`config.mk`:
```
export PLATFORM = sky130hd
export DESIGN_NAME = pvt_host_cmd_master
export DESIGN_NICKNAME = d
export VERILOG_FILES = /design/src/rtl/pvt_host_cmd_master.sv
export SDC_FILE = /design/constraint.sdc
export NUM_CORES = 1
export LEC_CHECK = 0
export CAP_MARGIN = 0
export CORE_UTILIZATION = 25
export DETAILED_ROUTE_END_ITERATION = 8
export DONT_BUFFER_PORTS = 1
export PLACE_DENSITY = 0.48
export SLEW_MARGIN = 40
export SYNTH_ARGS = -nofsm -noshare
export SYNTH_HDL_FRONTEND = slang
export SYNTH_SLANG_ARGS = --single-unit
```
`constraint.sdc`:
```
create_clock -name clk -period 3.3 [get_ports clk]
set_input_delay 0.33 -clock clk [delete_from_list [all_inputs] [get_ports clk]]
set_output_delay 0.33 -clock clk [all_outputs]
set_load 0.03 [all_outputs]
```
`src/rtl/pvt_host_cmd_master.sv`:
```
// Host-side command initiator for the PVT sensor UART protocol: serialises
// group/type/payload bytes onto a TX byte stream and collects 4-byte read results.
module pvt_host_cmd_master #(
  parameter int TIMEOUT_CYCLES = 1000000,
  parameter int MAX_PAYLOAD    = 12
) (
  input  logic                     clk,
  input  logic                     rstn,
  input  logic                     cmd_valid,
  output logic                     cmd_ready,
  input  logic [7:0]               cmd_group,
  input  logic [3:0]               cmd_type,
  input  logic [3:0]               cmd_len,
  input  logic [8*MAX_PAYLOAD-1:0] cmd_payload,
  input  logic                     cmd_expect_rsp,
  output logic                     tx_valid,
  input  logic                     tx_ready,
  output logic [7:0]               tx_data,
  input  logic                     rx_valid,
  input  logic [7:0]               rx_data,
  output logic                     cmd_done,
  output logic                     rsp_valid,
  output logic [31:0]              rsp_data,
  output logic                     rsp_timeout,
  output logic                     rx_drop
);

  localparam int CNT_W = $clog2(TIMEOUT_CYCLES + 1);

  typedef enum logic [2:0] {
    ST_IDLE,
    ST_SEND_GRP,
    ST_SEND_TYPE,
    ST_SEND_PAY,
    ST_WAIT_RSP
  } state_e;

  state_e           state_q;
  logic [3:0]       type_q;
  logic [3:0]       len_q;
  logic             expect_q;
  logic [7:0]       pay_q [MAX_PAYLOAD];
  logic [3:0]       pay_idx_q;
  logic [1:0]       rx_idx_q;
  logic [23:0]      shift_q;
  logic [CNT_W-1:0] tmo_cnt_q;

  logic             cmd_ready_q;
  logic             tx_valid_q;
  logic [7:0]       tx_data_q;
  logic             cmd_done_q;
  logic             rsp_valid_q;
  logic [31:0]      rsp_data_q;
  logic             rsp_timeout_q;
  logic             rx_drop_q;

  logic [3:0]       len_d;
  logic [3:0]       pay_nxt;
  logic             tx_fire;
  logic             last_tx;
  logic             tmo_expire;

  // Oversized lengths are clamped rather than rejected so the frame stays well-formed.
  assign len_d   = (int'(cmd_len) > MAX_PAYLOAD) ? 4'(MAX_PAYLOAD) : cmd_len;
  assign pay_nxt = pay_idx_q + 4'd1;
  assign tx_fire = tx_valid_q && tx_ready;
  assign last_tx = tx_fire &&
                   (((state_q == ST_SEND_TYPE) && (len_q == 4'd0)) ||
                    ((state_q == ST_SEND_PAY) && (pay_nxt == len_q)));
  assign tmo_expire = (tmo_cnt_q == CNT_W'(TIMEOUT_CYCLES - 1));

  always_ff @(posedge clk or negedge rstn) begin
    if (!rstn) begin
      state_q       <= ST_IDLE;
      type_q        <= '0;
      len_q         <= '0;
      expect_q      <= 1'b0;
      for (int k = 0; k < MAX_PAYLOAD; k++) pay_q[k] <= '0;
      pay_idx_q     <= '0;
      rx_idx_q      <= '0;
      shift_q       <= '0;
      tmo_cnt_q     <= '0;
      cmd_ready_q   <= 1'b1;
      tx_valid_q    <= 1'b0;
      tx_data_q     <= '0;
      cmd_done_q    <= 1'b0;
      rsp_valid_q   <= 1'b0;
      rsp_data_q    <= '0;
      rsp_timeout_q <= 1'b0;
      rx_drop_q     <= 1'b0;
    end else begin
      cmd_done_q  <= 1'b0;
      rsp_valid_q <= 1'b0;
      rx_drop_q   <= rx_valid && (state_q != ST_WAIT_RSP);

      if (last_tx) begin
        tx_valid_q <= 1'b0;
        if (expect_q) begin
          state_q   <= ST_WAIT_RSP;
          tmo_cnt_q <= '0;
          rx_idx_q  <= '0;
        end else begin
          state_q     <= ST_IDLE;
          cmd_done_q  <= 1'b1;
          cmd_ready_q <= 1'b1;
        end
      end else begin
        case (state_q)
          ST_IDLE: begin
            if (cmd_valid && cmd_ready_q) begin
              type_q      <= cmd_type;
              len_q       <= len_d;
              expect_q    <= cmd_expect_rsp;
              for (int k = 0; k < MAX_PAYLOAD; k++) pay_q[k] <= cmd_payload[8*k +: 8];
              cmd_ready_q <= 1'b0;
              tx_valid_q  <= 1'b1;
              tx_data_q   <= cmd_group;
              state_q     <= ST_SEND_GRP;
            end
          end
          ST_SEND_GRP: begin
            if (tx_fire) begin
              tx_data_q <= {4'b0000, type_q};
              state_q   <= ST_SEND_TYPE;
            end
          end
          ST_SEND_TYPE: begin
            if (tx_fire) begin
              tx_data_q <= pay_q[0];
              pay_idx_q <= '0;
              state_q   <= ST_SEND_PAY;
            end
          end
          ST_SEND_PAY: begin
            if (tx_fire) begin
              tx_data_q <= pay_q[pay_nxt];
              pay_idx_q <= pay_nxt;
            end
          end
          ST_WAIT_RSP: begin
            // A byte arriving in the expiry cycle takes priority over the timeout.
            if (rx_valid) begin
              tmo_cnt_q <= '0;
              if (rx_idx_q == 2'd3) begin
                rsp_data_q    <= {rx_data, shift_q};
                rsp_valid_q   <= 1'b1;
                rsp_timeout_q <= 1'b0;
                cmd_done_q    <= 1'b1;
                cmd_ready_q   <= 1'b1;
                rx_idx_q      <= '0;
                state_q       <= ST_IDLE;
              end else begin
                case (rx_idx_q)
                  2'd0:    shift_q[7:0]   <= rx_data;
                  2'd1:    shift_q[15:8]  <= rx_data;
                  default: shift_q[23:16] <= rx_data;
                endcase
                rx_idx_q <= rx_idx_q + 2'd1;
              end
            end else if (tmo_expire) begin
              rsp_data_q    <= '0;
              rsp_valid_q   <= 1'b1;
              rsp_timeout_q <= 1'b1;
              cmd_done_q    <= 1'b1;
              cmd_ready_q   <= 1'b1;
              rx_idx_q      <= '0;
              tmo_cnt_q     <= '0;
              state_q       <= ST_IDLE;
            end else begin
              tmo_cnt_q <= tmo_cnt_q + CNT_W'(1);
            end
          end
          default: begin
            state_q     <= ST_IDLE;
            cmd_ready_q <= 1'b1;
            tx_valid_q  <= 1'b0;
          end
        endcase
      end
    end
  end

  assign cmd_ready   = cmd_ready_q;
  assign tx_valid    = tx_valid_q;
  assign tx_data     = tx_data_q;
  assign cmd_done    = cmd_done_q;
  assign rsp_valid   = rsp_valid_q;
  assign rsp_data    = rsp_data_q;
  assign rsp_timeout = rsp_timeout_q;
  assign rx_drop     = rx_drop_q;

endmodule

```
; ---- After elaboration in Yosys (flattened, before gate mapping)
; Cells that the tools add are included.
[classes]
magnitude_cmp = 2
bitwise_logic = 4
reduce_logical = 30
add_sub_neg = 3
n_eq_ne = 24
mux = 54
[ops]
columns = cell, n
row1 = 2-to-1 mux 20 bit, 5
row2 = 2-to-1 mux 32 bit, 3
row3 = 2-to-1 mux 8 bit, 6
row4 = binary-select mux 8 bit (select 4 bit), 1
row5 = case mux 8 bit (4 select lines), 1
row6 = 2-to-1 mux 3 bit, 8
row7 = adder 20 x 1 -> 20 bit (second input constant), 1
row8 = equality test 20 bit (second input constant), 1
row9 = AND reduction 5 bit, 4
row10 = 2-to-1 mux 1 bit, 17
row11 = case mux 3 bit (5 select lines), 1
row12 = != test 2 bit (second input constant), 7
row13 = 2-to-1 mux 2 bit, 6
row14 = 2-to-1 mux 4 bit, 3
row15 = != test 3 bit (second input constant), 4
row16 = AND reduction 6 bit, 2
row17 = != test 4 bit (second input constant), 2
row18 = case mux 4 bit (2 select lines), 1
row19 = AND reduction 4 bit, 2
row20 = equality test 3 x 2 -> 1 bit (second input constant), 2
row21 = logical AND 1 bit, 6
row22 = != test 2 x 1 -> 1 bit (second input constant), 3
row23 = AND reduction 3 bit, 2
row24 = nonzero test 2 bit, 3
row25 = other kinds (23), 26
[totals]
elab_cells = 147
inputBits = 126
out_inout_bits = 46
regBits = 204

; ---- Logic depth before layout (Yosys ltp)
[logic_depth]
depth_word = 7
mapped_depth = 9
ltp_nobuf = 7

; ---- Least setup slack after synthesis
; Ideal clock, no wire load.
[synth_path]
path_type = register to register
startpoint = register pay_idx_q[0]
endpoint = register tx_data_q[0] (netlist: tx_data[0])
period_less_slack_ns = 2.342
required_ns = 3.175
stages_incl_launch_ff = 10
setup_time_ns = 0.125
t_arrival_ns = 2.217
setup_slack_ns = 0.958
n_path_buf = 2
path_cell_list = dfrtp_1 ha_1 buf_2 xor2_1 nor3_4 nand3_1 a21oi_2 or3b_1 buf_4 mux2_4
[synth_between]
elab_chain_cells = 7
elab_cells_between_ends = 13
classes_between = add/sub (1) / eq/ne (1) / mux (5) / bitwise (2) / reduce/logical (4)
[synth_lines]
columns = item, line_no
row1 = from (decl), 43  ; logic [3:0] pay_idx_q;
row2 = from (signal assigned), 137  ; pay_idx_q <= pay_nxt;
row3 = adder 4 x 1 -> 4 bit (*), 65  ; assign pay_nxt = pay_idx_q + 4'd1;
row4 = NOT 4 -> 5 bit (not written as such) / equality test 4 bit (equally long branches), "136, 69"
row5 = binary-select mux 8 bit (select 4 bit) / logical AND 1 bit (equally long branches), "136, 69"
row6 = 2-to-1 mux 8 bit (not written as such) / logical OR 1 bit (equally long branches), "136, 68"
row7 = 2-to-1 mux 8 bit (not written as such) / logical AND 1 bit (equally long branches), "136, 67"
row8 = 2-to-1 mux 8 bit / NOT 1 bit (equally long branches), --
row9 = case mux 8 bit (4 select lines) / AND reduction 6 bit (equally long branches), --
row10 = to (signal assigned), 117  ; tx_data_q <= cmd_group;
row11 = to (signal assigned), 123  ; tx_data_q <= {4'b0000, type_q};
row12 = to (signal assigned), 136  ; tx_data_q <= pay_q[pay_nxt];
row13 = to (decl), 50  ; logic [7:0] tx_data_q;
; Every way passes the cells marked *; elsewhere a longest branch is shown, timed or not. The select of a mux whose other input is x is not followed.
; A chain may end at the register's enable or synchronous reset.

; ---- Worst setup path after layout
[layout_path]
startpoint = register pay_idx_q[0]
endpoint = register tmo_cnt_q[7]
[layout_between]
elab_chain_cells = 7
elab_cells_between_ends = 9
classes_between = add/sub (1) / eq/ne (2) / mux (1) / reduce/logical (5)
[layout_lines]
columns = item, line_no
row1 = adder 4 x 1 -> 4 bit (*), 65
row2 = equality test 4 bit (*), 69  ; ((state_q == ST_SEND_PAY) && (pay_nxt == len_q)));
row3 = logical AND 1 bit (*), 69
row4 = logical OR 1 bit (*), 68  ; (((state_q == ST_SEND_TYPE) && (len_q == 4'd0)) ||
row5 = logical AND 1 bit (*), 67  ; assign last_tx = tx_fire &&
row6 = != test 2 bit (no line) / nonzero test 2 bit (equally long branches), --
row7 = AND reduction 2 bit (no line), --
row8 = to (signal assigned), 170  ; tmo_cnt_q <= tmo_cnt_q + CNT_W'(1);
row9 = to (decl), 46  ; logic [CNT_W-1:0] tmo_cnt_q;
; Every way passes the cells marked *; elsewhere a longest branch is shown, timed or not.

==> impl_results.md <==
* Status: complete, but fails checks
* HPWL Detailed at 17.4 mm
* Height of the die at 196 um
* Sw Share at 0.344
* PostCTS Resize Cnt at 0
* HP Class: input port to asynchronous set/reset pin
* Fmax at 0.390 GHz
* Routed WL at 26.0 mm
* CTS tree: done
* Die area at 0.0386 sq mm
* Layout cells sized above 1 at 0.263
* Register area share after synthesis at 0.540
* Largest net degree at the start of global routing at 205
* Critical path's top delay family: simple AND/OR/NAND/NOR gates
* Vias in the first global route at 6754
* PwrDens at 901 mW/mm^2
* Slowest-stage cell, CP: dfrtp_2
* Initial core utilization at 0.256
* Combinational share of power at 0.283
* Syn avg cell area at 12.6 sq um
* H-tree depth at 1
* ANT cells at 0
* CP cell instances: ha_1 -> xor2_1 -> xnor2_1 -> nand4_4 -> and2_1 -> or3_1 -> a21oi_1
* Relative slew margins at 0.504
* Die X-Extent at 196 um
* Yosys cell types at 54
* GPL Wtd Cong at 0.736
* Total core area at 0.0369 sq mm
* Most common cell after layout, fill and taps aside: dfrtp_1
* Commonest non-fill, non-tap cells in the layout: dfrtp_1 (202), mux2_2 (127), dlygate4sd3_1 (113), inv_1 (52), o21ai_0 (47)
* Total CTS buffers at 26
* Iter 0 DRT Violations at 255
* DR vias/cell at 4.51
* GRT overflow at 0
* Internal power at 7.13 mW
* CTS sink cnt at 204
* DR WL/cell at 18.7 um
* Initial antenna violation count at 0
* Worst path arrival time at 3010 ps
* Syn Inst Count at 750
* Peak supply drop at 0.442 mV
* IO Count at 172
* Layout area overhead at 27.6%
* Sequential fraction of design power at 0.440
* Critical-path maximum fanout at 16
* Post-route ant nets at 0
* Critical Path End Type: flip-flop
* Fin crit share at 0.776
* Number of synthesized flops with an enable pin at 0
* Hold_buf cts at 114
* Worst hold margin at -505 ps
* Critical path class: flip-flop to flip-flop
* Tot GR Track Use at 0.139
* P_sw at 3.73 mW
* Clk_lat worst skew at 540 ps
* #FFs+latches synth at 204
* Max Cap Viol at 0
* Syn Nets at 882
* Slew @ Worst Pin at 744 ps
* Root Buffer: clkbuf_16
* Fin. Hold Viols at 204
* Final setup fails at 0
* # DRC at 0
* Async S/R FF share, synth at 1.00
* Post-CTS Setup Bufs at 0
* Max incr delay on CP at 500 ps
* Leakage at 5.00 nW
* First-pass GRT wire length at 41.4 mm
* Routed via count at 6245
* Worst Setup Start Kind: flip-flop
* RSZ-0062 raised after global routing: no
* Fin crit period at 2560 ps
* Final net count at 995
* Most common flop cell mapped by yosys: dfrtp_1
* Buf+Inv Stages, Crit Path at 0
* Clk slew on worst S/H paths at 60 ps
* Clock Power Share at 0.277
* Setup TNS at 0 ps
* Syn. warnings at 0
* Failing checks: hold timing
* Finished Core Util at 0.327
* First drt pass iteration count at 4
* Clock Skews at 14.6 ps
* Total chip power at 10.9 mW
* Maximum clock path buffer count at 3
* Fin. max-slew vios at 0
* Syn Std Cell Area at 0.00945 sq mm
* Rows at 70
* Required @ worst endpoint at 3750 ps
* IO buf count at 0
## cell type report
cell class | instances | area, sq um
Clock buffer | 34 | 721
Clock inverter | 13 | 186
Fill cell | 3703 | 24800
Inverter | 52 | 195
Multi-Input combinational cell | 451 | 3930
Sequential cell | 204 | 5110
Tap cell | 504 | 631
Timing Repair Buffer | 128 | 1290
## through the flow
step / hold WS (ps) / instances / area [sq um] / setup WS [ps]
after CTS: -551 / 1386 / 12100 / 707
final: -505 / 1386 / 12100 / 738
after detailed placement: 49.6 / 1225 / 10000 / 682
after floorplan: 34.4 / 750 / 9450 / 958
after global routing: -549 / 1386 / 12100 / 399
after global placement: 48.1 / 1225 / 10000 / 720
## synthesized netlist by cell type (18+ instances only)
cell type / count / area (sq um)
a21oi_1: 19 / 95.1
mux4_2: 24 / 541
buf_2: 21 / 105
o21ai_0: 47 / 235
mux2_2: 127 / 1430
nand3_1: 44 / 220
nor2_1: 33 / 124
dfrtp_1: 203 / 5080
xnor2_1: 18 / 158
inv_1: 52 / 195
nand2_1: 28 / 105
## cells by family after synthesis
logic type	share of synthesized area
xor+xnor	0.0212
simple gates	0.0843
fa+ha+maj	0.00794
flops	0.540
mux	0.232
compound gates	0.0691
buf+inv	0.0457
## sequential cells by signal, summed over array words and instances (netlist names), 2 cells and up
register and flops:
state_q 3, tx_data 8, type_q 4, pay_idx_q 4, pay_q 96, len_q 4, shift_q 24, rx_idx_q 2
tmo_cnt_q 20, rsp_data 32
## power groups by stage
| stage | Sequential, mW | Combinational [mW] | Clock (mW) |
|---|---|---|---|
| after floorplan | 4.44 | 2.41 | 0 |
| after global placement | 4.82 | 2.91 | 0 |
| after detailed placement | 4.82 | 2.97 | 0 |
| after CTS | 4.79 | 3.12 | 3.13 |
| after global routing | 4.93 | 3.37 | 3.22 |
| final | 4.78 | 3.08 | 3.01 |
## final timing paths
path,end,from,slack [ps],cells after the start
max in group asynchronous,pay_q[5],rstn,3190,0
hold / removal,pay_q[55],rstn,-500,0
setup / recovery,tmo_cnt_q[7],pay_idx_q[0],740,7
min in group clk,rx_idx_q[0],rx_valid,60,4
setup reg to reg,tmo_cnt_q[7],pay_idx_q[0],740,7
hold reg to reg,rsp_data[15],shift_q[15],500,2
## metal layers
metal / track usage / wire (um) / vias up
li1: - / - / 2915
met1: 0.200 / 12700 / 3164
met2: 0.208 / 11400 / 141
met3: 0.0322 / 1410 / 25
met4: 0.0336 / 471 / 0
met5: 0 / 0 / -
(Power assumes the default switching activity.)
==> patch, RTL diff (config.mk and constraints unchanged) <==
Set the parameter `TIMEOUT_CYCLES` to 2000000 (it was 1000000).
--- a/src/rtl/pvt_host_cmd_master.sv
+++ b/src/rtl/pvt_host_cmd_master.sv
@@ -2,5 +2,5 @@
 // group/type/payload bytes onto a TX byte stream and collects 4-byte read results.
 module pvt_host_cmd_master #(
-  parameter int TIMEOUT_CYCLES = 1000000,
+  parameter int TIMEOUT_CYCLES = 2000000,
   parameter int MAX_PAYLOAD    = 12
 ) (
Behaviour: no difference found for any inputs over 4 cycles, from zero or initial values and one cycle with rstn low; that may be too few to reach the edited logic, so the function may still have changed.
==> patch against the unedited design <==
Power is 0.86% lower; cell area is 1.7% lower; worst hold slack worse by 5.1 ps; the run still ends with hold timing left; largest power group unchanged; setup slack better by 46 ps; routed wire length is 3.8% lower; highest routed layer unchanged; area after synthesis is 1.1% lower; sequential cell count is 1 higher; clock skew is 1.8 ps lower.
==> patch: results <==
[power]
switching_part_of_the_total_power_pct = 34.1
fin_total_pwr_mw = 10.8
power.combinational.fraction_pct = 30.3
total_leakage_power_nw = 5.15
power.clock.total_mw = 2.82
irDropWorstVdd_mv = 0.377

[status]
violations = hold timing
outcome = finished, violations left

[layout]
register_area_sq_um = 5130
stdcell_count = 1348
nonclk_buf_share_pct = 10.6
seqAreaFraction_pct = 43.3
multi_input_comb_area_sq_um = 3830
layout.clock.cell_area_share_pct = 7.07
comb.multi_input.count = 444
num-nonclk-inverters = 55
fin_nets = 990
layout.filler_cells = 3660
layout-drive-gt1-share_pct = 26.0
layout.non_clock_buffers = 127
clock_buffer_count = 36
n_antenna_cell = 3

[routing]
drtIter0Drc = 274
detailroute.wirelength.met3_um = 1260
drt_first_pass_iters = 6
drt_met1_wl_um = 11300
routed_wire_length_per_instance_um = 18.5
vias = 6081
wl_met2_um = 11900

[global_routing]
grt_pass1_vias = 6489
initial_antenna_violation_count = 3
grtUsageTotal_pct = 13.4
use_met3_pct = 2.97
grt_start_max_net_pins = 206
wire_length_of_the_first_global_routing_pass_um = 39300
met1_usage_pct = 17.9

[synthesis]
most_frequent_cells_after_synthesis = 204 x sky130_fd_sc_hd__dfrtp_1, 128 x sky130_fd_sc_hd__mux2_2, 55 x sky130_fd_sc_hd__inv_1, 50 x sky130_fd_sc_hd__nand3_1, 48 x sky130_fd_sc_hd__o21ai_0
synthXorXnorAreaFrac_pct = 2.58
fraction_of_the_mapped_netlist_area_in_adder_cells_pct = 0.803
syn_nets = 877
synth_top_cells_by_area = sky130_fd_sc_hd__dfrtp_1 55%, sky130_fd_sc_hd__mux2_2 15%, sky130_fd_sc_hd__mux4_2 5.8%
synth.area.mux_share_pct = 23.3
synth_compound_gate_area_share_pct = 5.50
synthesis.instances = 745

[critical_path]
worst-r2r-setup-slack_ps = 780
cp.arrival_ps = 2940
critical_path_peak_fanout = 8

[placed_design]
post-dp-hpwl_um = 16600
dpl.cell_count = 1185
routabilityCongestion = 0.772
post_dp_cell_area_sq_um = 9870

[sta]
fin_worst_skew_ps = 12.8
fin_hold_ws_ps = -510
tightest_slew_ps = 598
final_hold_viol_count = 205

[clocking]
clock-sinks = 205
## patch: cell count changes after synthesis, moves of 4 or more
cell | before | now
sky130_fd_sc_hd__xor2_1 | 3 | 14
sky130_fd_sc_hd__xnor2_1 | 18 | 8
sky130_fd_sc_hd__a211oi_1 | 9 | 0
sky130_fd_sc_hd__a21oi_1 | 19 | 11
sky130_fd_sc_hd__nor2_1 | 33 | 40
sky130_fd_sc_hd__clkbuf_1 | 10 | 16
sky130_fd_sc_hd__nand3_1 | 44 | 50
sky130_fd_sc_hd__a221oi_1 | 5 | 0
sky130_fd_sc_hd__a222oi_1 | 0 | 4
sky130_fd_sc_hd__buf_2 | 21 | 17
sky130_fd_sc_hd__buf_6 | 5 | 1
sky130_fd_sc_hd__nand2_1 | 28 | 32
## patch: worst max-delay path, cell delays in order (launching register included)
cell                        delay [ps]
sky130_fd_sc_hd__dfrtp_2           480
sky130_fd_sc_hd__ha_1              260
sky130_fd_sc_hd__xnor2_1           290
sky130_fd_sc_hd__xor2_1            260
sky130_fd_sc_hd__nand4bb_2         150
sky130_fd_sc_hd__a21boi_2          160
sky130_fd_sc_hd__or3_1             450
sky130_fd_sc_hd__mux2_4            340
## patch: worst paths after layout
path / from / to / depth (start not counted)
max reg2reg: pay_idx_q[0]$_DFFE_PN0P_ / tx_data[5]$_DFFE_PN0P_ / 7
min: rstn / pay_q[0]$_DFFE_PN0P_ / 0
max: pay_idx_q[0]$_DFFE_PN0P_ / tx_data[5]$_DFFE_PN0P_ / 7
min reg2reg: pay_q[43]$_DFFE_PN0P_ / pay_q[43]$_DFFE_PN0P_ / 1
min in group clk: cmd_len[2] / len_q[1]$_DFFE_PN0P_ / 3
max in group asynchronous: rstn / pay_q[38]$_DFFE_PN0P_ / 0
